$ cat src/rtl/id_ex_stage.sv
// ID/EX pipeline register with EX-stage operand forwarding and load-use detection.
// Latches decoded operands/control from ID, picks the freshest value for rs/rt
// from EX/MEM or MEM/WB, and drives the ALU operands and control into EX.
module id_ex_stage (
  input  logic        clk,
  input  logic        rst,
  input  logic [31:0] id_rs_val,
  input  logic [31:0] id_rt_val,
  input  logic [31:0] id_imm,
  input  logic [4:0]  id_rs,
  input  logic [4:0]  id_rt,
  input  logic [4:0]  id_wreg,
  input  logic [2:0]  id_aluctr,
  input  logic        id_alusrc,
  input  logic        id_regwrite,
  input  logic        id_memwrite,
  input  logic        id_memtoreg,
  input  logic        hold,
  input  logic        flush,
  input  logic [4:0]  exm_wreg,
  input  logic        exm_regwrite,
  input  logic [31:0] exm_result,
  input  logic [4:0]  wb_wreg,
  input  logic        wb_regwrite,
  input  logic [31:0] wb_data,
  output logic [31:0] alu_a,
  output logic [31:0] alu_b,
  output logic [2:0]  alu_ctr,
  output logic [31:0] ex_store_data,
  output logic [4:0]  ex_wreg,
  output logic        ex_regwrite,
  output logic        ex_memwrite,
  output logic        ex_memtoreg,
  output logic        ex_valid,
  output logic        load_use
);

  logic [31:0] rs_val_q, rt_val_q, imm_q;
  logic [4:0]  rs_q, rt_q, wreg_q;
  logic [2:0]  aluctr_q;
  logic        alusrc_q, regwrite_q, memwrite_q, memtoreg_q, valid_q;

  logic [31:0] rs_fwd, rt_fwd;
  logic        exm_live, wb_live;

  // Pipeline register: reset/flush load an all-zero bubble, hold freezes, else capture ID.
  always_ff @(posedge clk) begin
    if (rst || flush) begin
      rs_val_q   <= '0;
      rt_val_q   <= '0;
      imm_q      <= '0;
      rs_q       <= '0;
      rt_q       <= '0;
      wreg_q     <= '0;
      aluctr_q   <= '0;
      alusrc_q   <= 1'b0;
      regwrite_q <= 1'b0;
      memwrite_q <= 1'b0;
      memtoreg_q <= 1'b0;
      valid_q    <= 1'b0;
    end else if (!hold) begin
      rs_val_q   <= id_rs_val;
      rt_val_q   <= id_rt_val;
      imm_q      <= id_imm;
      rs_q       <= id_rs;
      rt_q       <= id_rt;
      wreg_q     <= id_wreg;
      aluctr_q   <= id_aluctr;
      alusrc_q   <= id_alusrc;
      regwrite_q <= id_regwrite;
      memwrite_q <= id_memwrite;
      memtoreg_q <= id_memtoreg;
      valid_q    <= 1'b1;
    end
  end

  // Forwarding mux: EX/MEM is the younger result so it beats MEM/WB; r0 never forwards.
  always_comb begin
    exm_live = exm_regwrite && (exm_wreg != 5'd0);
    wb_live  = wb_regwrite && (wb_wreg != 5'd0);
    rs_fwd   = rs_val_q;
    rt_fwd   = rt_val_q;
    if (exm_live && (exm_wreg == rs_q)) begin
      rs_fwd = exm_result;
    end else if (wb_live && (wb_wreg == rs_q)) begin
      rs_fwd = wb_data;
    end
    if (exm_live && (exm_wreg == rt_q)) begin
      rt_fwd = exm_result;
    end else if (wb_live && (wb_wreg == rt_q)) begin
      rt_fwd = wb_data;
    end
  end

  // Operand and control outputs into EX.
  always_comb begin
    alu_a         = rs_fwd;
    alu_b         = alusrc_q ? imm_q : rt_fwd;
    ex_store_data = rt_fwd;
    alu_ctr       = aluctr_q;
    ex_wreg       = wreg_q;
    ex_regwrite   = regwrite_q;
    ex_memwrite   = memwrite_q;
    ex_memtoreg   = memtoreg_q;
    ex_valid      = valid_q;
  end

  // Load-use: a load in EX whose target the ID instruction reads in EX. The rt field of
  // an immediate-form non-store is a destination, not a source, so it does not count.
  always_comb begin
    load_use = 1'b0;
    if (valid_q && memtoreg_q && regwrite_q && (wreg_q != 5'd0)) begin
      if ((wreg_q == id_rs) || ((wreg_q == id_rt) && (!id_alusrc || id_memwrite))) begin
        load_use = 1'b1;
      end
    end
  end

endmodule

$ cat config.mk
export PLATFORM = sky130hd
export DESIGN_NAME = id_ex_stage
export DESIGN_NICKNAME = d
export VERILOG_FILES = /design/src/rtl/id_ex_stage.sv
export SDC_FILE = /design/constraint.sdc
export NUM_CORES = 1
export LEC_CHECK = 0
export CAP_MARGIN = 30
export CELL_PAD_IN_SITES_DETAIL_PLACEMENT = 1
export CELL_PAD_IN_SITES_GLOBAL_PLACEMENT = 1
export CORE_UTILIZATION = 30
export CTS_CLUSTER_SIZE = 12
export DETAILED_ROUTE_END_ITERATION = 12
export GPL_TIMING_DRIVEN = 0
export PLACE_DENSITY = 0.91
export SYNTH_ARGS = -nofsm -noshare
export SYNTH_HDL_FRONTEND = slang
export SYNTH_SLANG_ARGS = --single-unit
$ cat constraint.sdc
create_clock -name clk -period 3.05 [get_ports clk]
set_clock_uncertainty 0.2 [all_clocks]
set_input_delay 0.61 -clock clk [delete_from_list [all_inputs] [get_ports clk]]
set_output_delay 0.61 -clock clk [all_outputs]
set_load 0.01 [all_outputs]
; ---- After elaboration in Yosys (flattened, before gate mapping)
; Cells that the tools add are included.
[classes]
muxes = 7
eq_ne = 6
n_reduce_logical = 17
[ops]
columns = cell, n
row1 = two-way mux 32 bit, 5
row2 = == test 5 bit, 6
row3 = nonzero test 5 bit, 3
row4 = logical AND 1 bit, 10
row5 = logical OR 1 bit, 3
row6 = two-way mux 1 bit, 2
row7 = logical NOT 1 bit, 1
[word_totals]
in_bits = 198
word_cells = 42
register_bits = 119

; ---- Depth between registers and ports, before layout
[depth]
ltp_word = 6
depth_mapped = 7
mapped_depth_nobuf = 5

; ---- Worst setup path before layout
; OpenSTA, ideal clock, no wires.
[synth_path]
path_type = input -> output
start = input port exm_wreg[1]
end = output port alu_b[1]
setup_slack_ns = -0.012
arrival_time_ns = 2.252
path_stages = 6
required_ns = 2.240
path_buffers = 1
cell_sequence = or4_1 o211ai_2 clkbuf_1 nor3_1 a31oi_1 mux2_2
[synth_via]
elab_chain_cells = 5
elab_cells_between_ends = 6
classes_between = eq/ne (1) / mux (2) / reduce/logical (3)
[synth_lines]
columns = item, line_no
row1 = "start, declared", 20  ; input logic [4:0] exm_wreg,
row2 = nonzero test 5 bit, 79  ; exm_live = exm_regwrite && (exm_wreg != 5'd0);
row3 = logical AND 1 bit, 79
row4 = logical AND 1 bit *, 88  ; if (exm_live && (exm_wreg == rt_q)) begin
row5 = two-way mux 32 bit *, 88
row6 = net ex_store_data[1], 29  ; output logic [31:0] ex_store_data,
row7 = two-way mux 32 bit *, 98  ; alu_b = alusrc_q ? imm_q : rt_fwd;
row8 = "end, declared", 27  ; output logic [31:0] alu_b,
; The timed path passes the listed nets; every way through them passes the cells marked *.

; ---- Final worst setup path
[layout_path]
start = input port wb_wreg[1]
end = output port ex_store_data[20]
[layout_via]
elab_chain_cells = 5
elab_cells_between_ends = 6
classes_between = eq/ne (1) / mux (2) / reduce/logical (3)
[layout_lines]
columns = item, line_no
row1 = "start, declared", 23  ; input logic [4:0] wb_wreg,
row2 = nonzero test 5 bit, 80  ; wb_live = wb_regwrite && (wb_wreg != 5'd0);
row3 = logical AND 1 bit, 80
row4 = logical AND 1 bit *, 90  ; end else if (wb_live && (wb_wreg == rt_q)) begin
row5 = two-way mux 32 bit *, 90
row6 = two-way mux 32 bit *, 88
row7 = "end, declared", 29
; Every way passes the cells marked *; elsewhere a longest branch is shown, timed or not.

==> summary.md <==
| Metric | Value |
|---|---|
| Row count | `53` |
| Status | `complete, but fails checks` |
| Post-Route Utilization | `60.8%` |
| Failing checks | `setup timing` |
| R2r setup slk | `roughly 1.3 ns` |
| Critical Path Sink | `ex_store_data[20]` |
| Vias in the first global route | `approximately 8600` |
| CTS clock-pin slew for the worst setup and hold paths | `~0.060 ns` |
| Hold Buf Count CTS | `0` |
| IO Count | `between 300 and 400` |
| Peak VDD IR | `~0.00038 V` |
| Setup-failing EPs final | `between 90 and 100` |
| CP dominant cell by count | `buf_8` |
| Worst min-delay path class | `reg2reg` |
| Synth Flop Type | `dfxtp_1` |
| Remaining antenna violation count after routing | `0` |
| Clock buffers created by TritonCTS | `17` |
| Worst R2R Path Depth | `4` |
| Slowest cell delay on critical path | `between 0.5 and 0.6 ns` |
| YS warnings | `0` |
| Worst EP arrival | `around 2.6 ns` |
| Tcrit/Tclk final | `113%` |
| Core footprint | `21200 um^2` |
| Final hold vios | `0` |
| CP cell instances | `buf_8 > or4_4 > o211ai_4 > buf_12 > buf_8 > clkbuf_16 > o21ai_1 > a31oi_4 > buf_6 > buf_4 > buf_2` |
| Die width | `approximately 150 um` |
| DR WL/cell | `24.8 um` |
| Sequential fraction of the synthesis area | `approximately 37%` |
| First-pass iteration count of the detailed router | `5` |
| Post-Syn Area | `around 6500 um^2` |
| Yosys reg bits | `approximately 120` |
| EDFF count, synth | `0` |
| Reg2Reg Capture Point | `alusrc_q` |
| Global route hottest layer | `met2` |
| Max FO, Critical Path | `9` |
| CTS H-tree depth | `4` |
| Worst relative slew slack | `29.0%` |
| Final hold slack | `0.286 ns` |
| Cell variety after synth | `34` |
| Fillers | `about 2300` |
| Synth Net Count | `around 960` |
| Gate count after technology mapping | `760` |
| Post-layout nets | `approximately 1400` |
| Dpl cells | `around 1300` |
| Die Area | `22300 um^2` |
| Required time of the worst setup path | `2.24 ns` |
| GP Congestion | `approximately 0.8` |
| Power Total | `roughly 5.0 mW` |
| R2r startpoint | `alusrc_q` |
| CP Class | `in2out` |
| Area of the multi-input gates | `~5000 um^2` |
| Total wire length | `between 30 and 40 mm` |
| Final Slew Violations | `0` |
| Slew @ Worst Pin | `~1.1 ns` |
| Initial antenna violation count | `2` |
| Max-Cap Viols | `0` |
| All-layer global routing usage | `a little under a third` |
| M1 GR Usage | `32.8%` |
| Sink Count | `119` |
| Area delta synth->final | `97.5%` |
| Design area | `12900 um^2` |
| Die Ht | `between 100 and 150 um` |
| Largest net degree at the start of global routing | `17` |
| Syn avg cell area | `between 8 and 9 um^2` |
| Placed Area | `roughly 10000 um^2` |
| Remaining DRCs | `0` |
| CP max-delay cell | `or4_4` |
| Hold_sp | `ex_valid` |
| Finished Layout Cells | `~1500` |
| Worst path top cell family by delay | `buffers and inverters` |
| WP buf/inv | `7` |
| Startpoint Class | `input port` |
| Share of layout cells above drive strength 1 | `37.2%` |
| CP Depth | `11` |
| Root Driver | `clkbuf_16` |
| CTS Buffer Depth | `2` |
| Vias/cell | `~5.3` |
| Fmax | `just under 0.3 GHz` |
| Met2 usage | `57.7%` |
| CP Launch Point | `wb_wreg[1]` |
| CP Capture Type | `output port` |
| Total global routing overflow | `0` |
| Pwr Density | `386 nW/um^2` |
| Seq. cell area | `roughly 2400 um^2` |
| Worst skew pair latency | `~0.42 ns` |
| HPWL after DPL | `22.3 mm` |
| Final critical-path required period | `3.44 ns` |
| Port Buffers | `roughly 310` |
| Initial Util | `a little under a third` |
| First-pass GRT wire length | `~50 mm` |
| Pleak | `around 5.3 nW` |
| RSZ-0062 raised after global routing | `yes` |
| Asr flop ratio synth | `0%` |
| Met3 usage | `approximately 6.3%` |
| Initial DRC Count | `~260` |
| Worst setup margin | `-0.394 ns` |
| Via Count | `7713` |
| CTS tree | `yes` |
==> tightest hold or removal path: cells and delay by family (launching register included) <==
kind	cells	cell delay [ns]
buf+inv	1	0.06
flops	1	0.33
compound gates	1	0.05
==> Yosys cell counts (2+ instances only) <==
cell	instances	area share [%]
o21ai_0	33	2.5
buf_1	13	0.75
or3_1	31	3.0
nand4_1	3	0.29
nand3_1	3	0.23
a31oi_1	31	3.0
or4_1	3	0.35
buf_2	8	0.61
xor2_1	11	1.5
a21oi_1	34	2.6
clkbuf_1	34	2.0
mux2_2	29	5.0
nor2_1	153	8.8
inv_1	33	1.9
dfxtp_1	119	37
nor3_1	32	2.5
clkbuf_2	3	0.23
xnor2_1	19	2.6
buf_4	3	0.35
mux2_1	2	0.35
mux2i_1	150	23
==> registers in the layout, indices dropped and copies added (netlist names), 3 cells and up <==
signal,flops
alu_ctr,3
ex_wreg,5
imm_q,32
rs_q,5
rs_val_q,32
rt_q,5
rt_val_q,32
==> power breakdown <==
| group | switching, mW | total, mW | leakage, nW | internal [mW] |
|---|---|---|---|---|
| clock network | 0.780 | 2.10 | 0.289 | 1.32 |
| registers | 0.0438 | 1.65 | 0.973 | 1.61 |
| logic | 0.537 | 1.22 | 4.08 | 0.681 |
| total | 1.36 | 4.97 | 5.35 | 3.61 |
==> worst min path at each step <==
stage	end	slack (ns)	cells past startpoint
floorplan	rt_val_q[0]	0.26	2
global placement	ex_valid	0.27	2
detailed placement	ex_valid	0.27	2
CTS	ex_valid	0.28	2
global route	ex_valid	0.30	2
finish	ex_valid	0.29	2
==> metal layers <==
| layer | vias up | part of all wire (%) |
|---|---|---|
| li1 | 3458 | - |
| met1 | 3850 | 38 |
| met2 | 316 | 53 |
| met3 | 89 | 5.0 |
| met4 | 0 | 4.0 |
| met5 | - | 0 |
==> stage by stage <==
stage | setup TNS [ns] | setup WS (ns)
floorplan | -0.230 | -0.0115
global placement | -124.63 | -1.49
detailed placement | -127.99 | -1.60
CTS | -19.29 | -0.369
global route | -27.32 | -0.487
finish | -21.58 | -0.394
==> kinds of logic (layout without fill, tap and decap cells) <==
kind of cell              count (synthesis)  count (layout)  synth area share (%)
and+or+nand+nor                         232             232                  15.9
muxes                                   181             181                  28.4
DFF                                     119             119                  36.6
AOI/OAI and AO/OA                       103             103                  9.05
buffers and inverters                    95             512                  5.98
xor gates and xnor gates                 30              30                  4.04
other                                     0               3                     0
==> placed cells by master (no fill, tap or decap), types with 6 or more instances in the layout <==
cell type,n
o21ai_2,21
xor2_1,11
clkbuf_2,7
o21ai_4,6
a31oi_4,27
nor2_2,15
clkbuf_1,21
mux2_4,26
buf_12,17
clkbuf_16,27
buf_8,15
or3_1,12
or3_4,19
xnor2_2,8
a21oi_2,14
buf_4,38
nor3_1,23
buf_1,9
nor3_2,9
inv_1,33
buf_6,76
mux2i_2,8
a21oi_1,17
o21ai_1,6
dfxtp_1,113
buf_2,49
clkdlybuf4s50_1,196
mux2i_1,138
clkbuf_8,8
nor2_1,135
xnor2_1,10
==> area by class of cell <==
cell class	instances	share of cell area [%]
flip-flops and latches	119	18.6
well taps	275	2.68
inverters	33	0.963
repair buffers	389	30.3
clock inverters	7	0.720
plain buffers	60	4.53
clock buffers	23	3.95
multi-input cells	546	38.1
diodes	3	0.0584
==> repair_timing <==
action / CTS / global route
hold endpoints to repair: 0 / 0
cloned: 10 / 3
pin swaps: 49 / 38
gates resized for setup: 788 / 106
endpoints found under the setup margin: 97 / 97
setup buffers: 57 / 18
Note: power is estimated with default switching activity, not from simulation.
